--- config.mk ---
export PLATFORM = sky130hd
export DESIGN_NAME = spi_flash_responder_flat
export DESIGN_NICKNAME = d
export VERILOG_FILES = /design/src/rtl/spi_flash_responder_if.sv /design/src/rtl/spi_flash_responder.sv /design/src/flat_wrapper.sv
export SDC_FILE = /design/constraint.sdc
export NUM_CORES = 1
export LEC_CHECK = 0
export CORE_ASPECT_RATIO = 0.5
export CORE_MARGIN = 2
export CORE_UTILIZATION = 40
export DETAILED_ROUTE_END_ITERATION = 8
export SKIP_LAST_GASP = 1
export SLEW_MARGIN = 20
export SYNTH_ARGS = -nofsm -noshare
export SYNTH_HDL_FRONTEND = slang
export SYNTH_SLANG_ARGS = --single-unit
--- constraint.sdc ---
create_clock -name clk -period 3.8 [get_ports clk]
set_clock_uncertainty 0.05 [all_clocks]
set_input_delay 0.38 -clock clk [delete_from_list [all_inputs] [get_ports clk]]
set_output_delay 0.38 -clock clk [all_outputs]
set_load 0.02 [all_outputs]
--- src/rtl/spi_flash_responder_if.sv ---
// SPI pins, byte-wide memory port and status outputs of the SPI flash responder.
// master = initiator/memory side, slave = responder side.
interface spi_flash_responder_if #(
    parameter int ADDR_W = 24
);
    logic              spi_cs_b;
    logic              spi_sck;
    logic              spi_mosi;
    logic              spi_miso;
    logic              spi_miso_oe;
    logic [ADDR_W-1:0] mem_addr;
    logic              mem_rd_en;
    logic [7:0]        mem_rd_data;
    logic              mem_wr_en;
    logic [7:0]        mem_wr_data;
    logic              wel;
    logic              bad_cmd;

    modport master (
        output spi_cs_b, spi_sck, spi_mosi, mem_rd_data,
        input  spi_miso, spi_miso_oe, mem_addr, mem_rd_en, mem_wr_en, mem_wr_data, wel, bad_cmd
    );

    modport slave (
        input  spi_cs_b, spi_sck, spi_mosi, mem_rd_data,
        output spi_miso, spi_miso_oe, mem_addr, mem_rd_en, mem_wr_en, mem_wr_data, wel, bad_cmd
    );
endinterface

--- src/rtl/spi_flash_responder.sv ---
// SPI mode-0 flash target oversampled in the clk domain; serves reads/status/ID from a byte memory port.
// Define SPI_FLASH_RESP_PROGRAM_EN to add write-enable latch and page-program support.
module spi_flash_responder #(
    parameter int          ADDR_W   = 24,
    parameter logic [23:0] JEDEC_ID = 24'hEF4016
) (
    input  logic                 clk,
    input  logic                 reset_n,
    spi_flash_responder_if.slave bus
);
    typedef enum logic [2:0] {
        ST_IDLE      = 3'd0,
        ST_CMD       = 3'd1,
        ST_ADDR      = 3'd2,
        ST_RD_DATA   = 3'd3,
        ST_PROG_DATA = 3'd4,
        ST_STAT      = 3'd5,
        ST_JEDEC     = 3'd6,
        ST_IGNORE    = 3'd7
    } state_t;

    localparam logic [ADDR_W-1:0] ADDR_ONE = {{(ADDR_W-1){1'b0}}, 1'b1};

    state_t            r_state;
    logic              r_cs_meta, r_cs_sync, r_cs_prev;
    logic              r_sck_meta, r_sck_sync, r_sck_prev;
    logic              r_mosi_meta, r_mosi_sync;
    logic [2:0]        r_bit_cnt;
    logic [1:0]        r_byte_cnt;
    logic [22:0]       r_rx_sh;
    logic [7:0]        r_tx_sh;
    logic [7:0]        r_rd_buf;
    logic              r_rd_pend;
    logic              r_miso;
    logic              r_oe;
    logic              r_rd_en;
    logic              r_bad_cmd;
    logic [ADDR_W-1:0] r_mem_addr;
`ifdef SPI_FLASH_RESP_PROGRAM_EN
    logic              r_wel;
    logic              r_wr_en;
    logic [7:0]        r_wr_data;
    logic              r_is_read;
`endif

    logic              w_sck_rise, w_sck_fall, w_cs_rise, w_cs_fall;
    logic              w_tx_state;
    logic              w_wel;
    logic [23:0]       w_rx_word;
    logic [7:0]        w_rx_byte;
    logic [7:0]        w_status;
    logic [7:0]        w_tx_next;

    assign w_sck_rise = r_sck_sync & ~r_sck_prev & ~r_cs_sync;
    assign w_sck_fall = ~r_sck_sync & r_sck_prev & ~r_cs_sync;
    assign w_cs_rise  = r_cs_sync & ~r_cs_prev;
    assign w_cs_fall  = ~r_cs_sync & r_cs_prev;
    assign w_rx_word  = {r_rx_sh, r_mosi_sync};
    assign w_rx_byte  = w_rx_word[7:0];
    assign w_tx_state = (r_state == ST_RD_DATA) || (r_state == ST_STAT) || (r_state == ST_JEDEC);
    assign w_status   = {6'b000000, w_wel, 1'b0};

`ifdef SPI_FLASH_RESP_PROGRAM_EN
    assign w_wel           = r_wel;
    assign bus.mem_wr_en   = r_wr_en;
    assign bus.mem_wr_data = r_wr_data;
`else
    assign w_wel           = 1'b0;
    assign bus.mem_wr_en   = 1'b0;
    assign bus.mem_wr_data = 8'h00;
`endif
    assign bus.wel         = w_wel;
    assign bus.spi_miso    = r_miso;
    assign bus.spi_miso_oe = r_oe;
    assign bus.mem_addr    = r_mem_addr;
    assign bus.mem_rd_en   = r_rd_en;
    assign bus.bad_cmd     = r_bad_cmd;

    // Byte to present at the start of each output byte, by state.
    always_comb begin
        w_tx_next = 8'h00;
        case (r_state)
            ST_RD_DATA: w_tx_next = r_rd_buf;
            ST_STAT:    w_tx_next = w_status;
            ST_JEDEC: begin
                case (r_byte_cnt)
                    2'd0:    w_tx_next = JEDEC_ID[23:16];
                    2'd1:    w_tx_next = JEDEC_ID[15:8];
                    2'd2:    w_tx_next = JEDEC_ID[7:0];
                    default: w_tx_next = 8'h00;
                endcase
            end
            default:    w_tx_next = 8'h00;
        endcase
    end

    // Pin synchronisers and edge history. CS resets to "selected" so a CS held low
    // through reset release is not mistaken for a fresh CS fall.
    always_ff @(posedge clk or negedge reset_n) begin
        if (!reset_n) begin
            r_cs_meta   <= 1'b0;
            r_cs_sync   <= 1'b0;
            r_cs_prev   <= 1'b0;
            r_sck_meta  <= 1'b0;
            r_sck_sync  <= 1'b0;
            r_sck_prev  <= 1'b0;
            r_mosi_meta <= 1'b0;
            r_mosi_sync <= 1'b0;
        end else begin
            r_cs_meta   <= bus.spi_cs_b;
            r_cs_sync   <= r_cs_meta;
            r_cs_prev   <= r_cs_sync;
            r_sck_meta  <= bus.spi_sck;
            r_sck_sync  <= r_sck_meta;
            r_sck_prev  <= r_sck_sync;
            r_mosi_meta <= bus.spi_mosi;
            r_mosi_sync <= r_mosi_meta;
        end
    end

    // Protocol FSM with registered SPI and memory-port outputs.
    always_ff @(posedge clk or negedge reset_n) begin
        if (!reset_n) begin
            r_state    <= ST_IDLE;
            r_bit_cnt  <= 3'd0;
            r_byte_cnt <= 2'd0;
            r_rx_sh    <= 23'd0;
            r_tx_sh    <= 8'h00;
            r_rd_buf   <= 8'h00;
            r_rd_pend  <= 1'b0;
            r_miso     <= 1'b0;
            r_oe       <= 1'b0;
            r_rd_en    <= 1'b0;
            r_bad_cmd  <= 1'b0;
            r_mem_addr <= {ADDR_W{1'b0}};
`ifdef SPI_FLASH_RESP_PROGRAM_EN
            r_wel      <= 1'b0;
            r_wr_en    <= 1'b0;
            r_wr_data  <= 8'h00;
            r_is_read  <= 1'b0;
`endif
        end else begin
            r_rd_en   <= 1'b0;
            r_bad_cmd <= 1'b0;
            r_rd_pend <= r_rd_en;
            r_miso    <= r_tx_sh[7];
            if (r_rd_pend) begin
                r_rd_buf <= bus.mem_rd_data;
            end
`ifdef SPI_FLASH_RESP_PROGRAM_EN
            r_wr_en <= 1'b0;
            // Page program advances only the in-page byte, after the strobe cycle.
            if (r_wr_en) begin
                r_mem_addr[7:0] <= r_mem_addr[7:0] + 8'd1;
            end
`endif
            if (w_cs_rise) begin
                r_state    <= ST_IDLE;
                r_bit_cnt  <= 3'd0;
                r_byte_cnt <= 2'd0;
                r_oe       <= 1'b0;
                r_tx_sh    <= 8'h00;
`ifdef SPI_FLASH_RESP_PROGRAM_EN
                if (r_state == ST_PROG_DATA) begin
                    r_wel <= 1'b0;
                end
`endif
            end else if (w_cs_fall && (r_state == ST_IDLE)) begin
                r_state    <= ST_CMD;
                r_bit_cnt  <= 3'd0;
                r_byte_cnt <= 2'd0;
            end else if (w_sck_rise && (r_state != ST_IDLE)) begin
                r_bit_cnt <= r_bit_cnt + 3'd1;
                r_rx_sh   <= w_rx_word[22:0];
                if (r_bit_cnt == 3'd7) begin
                    if (r_byte_cnt != 2'd3) begin
                        r_byte_cnt <= r_byte_cnt + 2'd1;
                    end
                    case (r_state)
                        ST_CMD: begin
                            r_byte_cnt <= 2'd0;
                            case (w_rx_byte)
                                8'h03: begin
`ifdef SPI_FLASH_RESP_PROGRAM_EN
                                    r_is_read <= 1'b1;
`endif
                                    r_state <= ST_ADDR;
                                end
                                8'h05: r_state <= ST_STAT;
                                8'h9F: r_state <= ST_JEDEC;
`ifdef SPI_FLASH_RESP_PROGRAM_EN
                                8'h02: begin
                                    r_is_read <= 1'b0;
                                    r_state   <= r_wel ? ST_ADDR : ST_IGNORE;
                                end
                                8'h06: begin
                                    r_wel   <= 1'b1;
                                    r_state <= ST_IGNORE;
                                end
                                8'h04: begin
                                    r_wel   <= 1'b0;
                                    r_state <= ST_IGNORE;
                                end
`endif
                                default: begin
                                    r_bad_cmd <= 1'b1;
                                    r_state   <= ST_IGNORE;
                                end
                            endcase
                        end
                        ST_ADDR: begin
                            if (r_byte_cnt == 2'd2) begin
                                r_byte_cnt <= 2'd0;
                                r_mem_addr <= w_rx_word[ADDR_W-1:0];
`ifdef SPI_FLASH_RESP_PROGRAM_EN
                                if (r_is_read) begin
                                    r_rd_en <= 1'b1;
                                    r_state <= ST_RD_DATA;
                                end else begin
                                    r_state <= ST_PROG_DATA;
                                end
`else
                                r_rd_en <= 1'b1;
                                r_state <= ST_RD_DATA;
`endif
                            end
                        end
                        ST_RD_DATA: begin
                            r_mem_addr <= r_mem_addr + ADDR_ONE;
                            r_rd_en    <= 1'b1;
                        end
`ifdef SPI_FLASH_RESP_PROGRAM_EN
                        ST_PROG_DATA: begin
                            r_wr_en   <= 1'b1;
                            r_wr_data <= w_rx_byte;
                        end
`endif
                        default: begin
                            r_state <= r_state;
                        end
                    endcase
                end
            end else if (w_sck_fall && w_tx_state) begin
                r_oe <= 1'b1;
                if (r_bit_cnt == 3'd0) begin
                    r_tx_sh <= w_tx_next;
                end else begin
                    r_tx_sh <= {r_tx_sh[6:0], 1'b0};
                end
            end
        end
    end
endmodule

--- src/flat_wrapper.sv ---
// flat-port wrapper written by rule: the top's interface ports become plain ports
module spi_flash_responder_flat 
#(
    parameter int          ADDR_W   = 24,
    parameter logic [23:0] JEDEC_ID = 24'hEF4016
)
  (clk, reset_n, bus_spi_cs_b, bus_spi_sck, bus_spi_mosi, bus_mem_rd_data, bus_spi_miso, bus_spi_miso_oe, bus_mem_addr, bus_mem_rd_en, bus_mem_wr_en, bus_mem_wr_data, bus_wel, bus_bad_cmd);
  spi_flash_responder_if #(.ADDR_W(ADDR_W)) bus_i ();
  input  logic clk;
  input  logic reset_n;
  input wire logic [$bits(bus_i.spi_cs_b)-1:0] bus_spi_cs_b;
  input wire logic [$bits(bus_i.spi_sck)-1:0] bus_spi_sck;
  input wire logic [$bits(bus_i.spi_mosi)-1:0] bus_spi_mosi;
  input wire logic [$bits(bus_i.mem_rd_data)-1:0] bus_mem_rd_data;
  output wire logic [$bits(bus_i.spi_miso)-1:0] bus_spi_miso;
  output wire logic [$bits(bus_i.spi_miso_oe)-1:0] bus_spi_miso_oe;
  output wire logic [$bits(bus_i.mem_addr)-1:0] bus_mem_addr;
  output wire logic [$bits(bus_i.mem_rd_en)-1:0] bus_mem_rd_en;
  output wire logic [$bits(bus_i.mem_wr_en)-1:0] bus_mem_wr_en;
  output wire logic [$bits(bus_i.mem_wr_data)-1:0] bus_mem_wr_data;
  output wire logic [$bits(bus_i.wel)-1:0] bus_wel;
  output wire logic [$bits(bus_i.bad_cmd)-1:0] bus_bad_cmd;
  assign bus_i.spi_cs_b = bus_spi_cs_b;
  assign bus_i.spi_sck = bus_spi_sck;
  assign bus_i.spi_mosi = bus_spi_mosi;
  assign bus_i.mem_rd_data = bus_mem_rd_data;
  assign bus_spi_miso = bus_i.spi_miso;
  assign bus_spi_miso_oe = bus_i.spi_miso_oe;
  assign bus_mem_addr = bus_i.mem_addr;
  assign bus_mem_rd_en = bus_i.mem_rd_en;
  assign bus_mem_wr_en = bus_i.mem_wr_en;
  assign bus_mem_wr_data = bus_i.mem_wr_data;
  assign bus_wel = bus_i.wel;
  assign bus_bad_cmd = bus_i.bad_cmd;
  spi_flash_responder #(.ADDR_W(ADDR_W), .JEDEC_ID(JEDEC_ID)) u_core (.clk(clk), .reset_n(reset_n), .bus(bus_i));
endmodule
==> impl_metrics.env <==
export IMPL_status="finished clean"
export IMPL_drt_wl_total_um=10000
export IMPL_ys_types=63
export IMPL_slew_headroom_pct=29.5
export IMPL_tightest_slew_ns=1.05
export IMPL_dp_hpwl_um=6390
export IMPL_setup_viol=0
export IMPL_hold_viol=0
export IMPL_rsz0062_at_grt="no"
export IMPL_ys_flop_type="dfrtp_1"
export IMPL_synthArstFlopShare_pct=100
export IMPL_grt_pass1_wl_um=17000
export IMPL_buffer_ports_inserted=40
export IMPL_post_cts_buffers=0
export IMPL_cts_hold_buf=0
export IMPL_cts_tree="done"
export IMPL_place_congestion=0.784
export IMPL_grt_max_degree=85
export IMPL_ys_warn_count=0
export IMPL_cts_resized=0
export IMPL_dieArea_sq_mm=0.0120
export IMPL_placementRows=27
export IMPL_die_width_um=153
export IMPL_placed_cell_area_sq_mm=0.00482
export IMPL_antenna_found_initial=0
export IMPL_vias_per_cell=5.47
export IMPL_drtAntennaViolNets=0
export IMPL_finalNetCount=518
export IMPL_grt_pass1_vias=3302
export IMPL_leakagePower_nw=2.25
export IMPL_max_cap_viol_count=0
export IMPL_worstPathArrival_ns=2.69
export IMPL_synthTopCellsByCount="104 x nand2_1, 84 x dfrtp_1, 25 x clkbuf_1"
export IMPL_cp_max_fo=37
export IMPL_core_sq_mm=0.0109
export IMPL_peakVddDrop_mv=0.173
export IMPL_synth_top_area_share_pct=47.6
export IMPL_fin_crit_ns=2.48
export IMPL_dr_pass1_iters=5
export IMPL_timing_rr_start="u_core.r_bit_cnt[0]"
export IMPL_required_ns=4.02
export IMPL_ys_seq_area_share_pct=47.6
export IMPL_holdCritPathClass="in2async"
export IMPL_fmax_mhz=404
export IMPL_cp_end_kind="flip-flop"
export IMPL_route_detailed_drc=0
export IMPL_path_class="reg2reg"
export IMPL_ys_top_cells_by_area="dfrtp_1 48%, nand2_1 8.8%, mux2_2 3.3%"
export IMPL_insertedDiodeCount=0
export IMPL_drive_above_1_share_pct=8.82
export IMPL_cp_start_kind="flip-flop"
export IMPL_synth_most_common_cell="nand2_1"
export IMPL_boundaryPins=51
export IMPL_reg2reg_to="u_core.bus.mem_addr[17]"
export IMPL_die_h_um=78.3
export IMPL_yosysTopAreaCell="dfrtp_1"
export IMPL_setup_tns_ns=0
export IMPL_numCtsBuffers=9
export IMPL_ys_ff_latch=84
export IMPL_r2r_slack_ns=1.32
export IMPL_cts_sinks=84
export IMPL_clk_pin_slew_ns=0.07
export IMPL_area_growth_pct=16.1
export IMPL_htreeDepth=3
export IMPL_slew_viol_final=0
export IMPL_cellPowerDensity_mw_per_mm2=419
export IMPL_avgSynthCellArea_sq_um=9.32
export IMPL_syn_area_sq_mm=0.00442
export IMPL_grt_util_all_layers_pct=17.7
export IMPL_cts_root_buf="clkbuf_16"
export IMPL_r2r_cells=8
export IMPL_synthCells=474
export IMPL_clock_path_buffers=2
export IMPL_timing_final_crit_share_pct=65.2
export IMPL_power_mw=2.15
export IMPL_insertion_delay_ns=0.35
export IMPL_synth_edff_count=0
export IMPL_initial_utilization_pct=40.6
export IMPL_vias=3520
export IMPL_post_drt_wl_per_cell_um=15.5
export IMPL_overflow=0
export IMPL_first_iter_violations=240
export IMPL_final_cell_area_sq_mm=0.00513
-- critical path, stage by stage, from the launching register on --
cell and delay [ns]:
dfrtp_1 0.38, ha_1 0.16, ha_1 0.17, and4bb_2 0.25, nand4b_1 0.11, buf_4 0.23, inv_2 0.49, o311ai_0 0.30
a32oi_1 0.23
-- power by group --
group          leakage [nW]  internal, mW  switching (mW)
logic                 0.964         0.103           0.140
registers              1.15         0.938          0.0796
clock network         0.142         0.512           0.377
total                  2.25          1.55           0.596
-- metal layers --
metal  up-vias  global-route usage, %  wire length (um)
li1       1710                      -                 -
met1      1727                   25.2              5080
met2        75                   26.8              4400
met3         8                   4.36               424
met4         0                   5.65               101
met5         -                      0                 0
-- registers in the layout, indices dropped and copies added (netlist names), 2 cells and up --
signal and flops:
u_core.r_byte_cnt 2, u_core.bus.mem_addr 24, u_core.r_state 3, u_core.r_rx_sh 23
u_core.r_tx_sh 8, u_core.r_bit_cnt 3, u_core.r_rd_buf 8
-- how the worst max path moves through the flow --
stage                                 from                 endpoint  slack, ns
finish                 u_core.r_bit_cnt[0]  u_core.bus.mem_addr[17]       1.32
global route           u_core.r_bit_cnt[0]  u_core.bus.mem_addr[17]       1.12
CTS                      u_core.r_state[0]        u_core.r_state[0]       1.33
detailed placement       u_core.r_state[0]        u_core.r_state[0]       1.34
global placement         u_core.r_state[0]        u_core.r_state[0]       1.36
floorplan           u_core.bus.mem_addr[0]  u_core.bus.mem_addr[20]       1.74
-- metrics by stage --
stage	hold slack (ns)	std cells	worst slack, ns	util [%]
2_1_floorplan	0.0344	483	1.74	-
4_1_cts	0.223	644	1.33	47.1
6_report	0.0146	644	1.32	47.1
3_3_place_gp	0.284	628	1.36	44.3
3_5_place_dp	0.286	628	1.34	44.3
5_1_grt	0.111	644	1.12	47.1
-- layout make-up --
cell class	count	area, sq um
fill	1032	5750
clock buffer	9	225
tap	145	181
sequential	84	2100
inverter	10	37.5
clock inverter	7	76.3
timing repair buffer	42	417
multi-input combinational	347	2090
-- cell usage in the layout, fill, tap and decap left out, types with 3 or more instances in the layout --
master / instances
nor4_1: 3
mux2_2: 13
mux2i_1: 6
nand2_1: 104
o31ai_1: 3
o22ai_1: 7
inv_1: 9
clkbuf_16: 9
nand2b_1: 6
clkdlybuf4s50_1: 39
o2bb2ai_1: 3
ha_1: 11
nor3_1: 5
a31oi_1: 4
nor3b_1: 4
and2_1: 3
conb_1: 10
nor2_1: 17
a21oi_1: 24
a2bb2oi_1: 11
a211o_1: 4
nand4_1: 14
o21ai_0: 19
nand3_1: 24
and4_1: 3
and3b_1: 3
dfrtp_1: 84
o211ai_1: 5
-- kinds of logic after synthesis --
logic type / count (synthesis) / share of synthesized area, %
buffers and inverters: 52 / 5.95
flip-flops: 84 / 47.6
adder cells (fa/ha/maj): 11 / 3.11
AND/OR/NAND/NOR: 209 / 23.8
multiplexers: 19 / 4.67
XOR/XNOR: 2 / 0.396
other: 1 / 0.0849
AO/OA/AOI/OAI: 96 / 14.4
No activity file was read; power rests on OpenSTA's default activity.
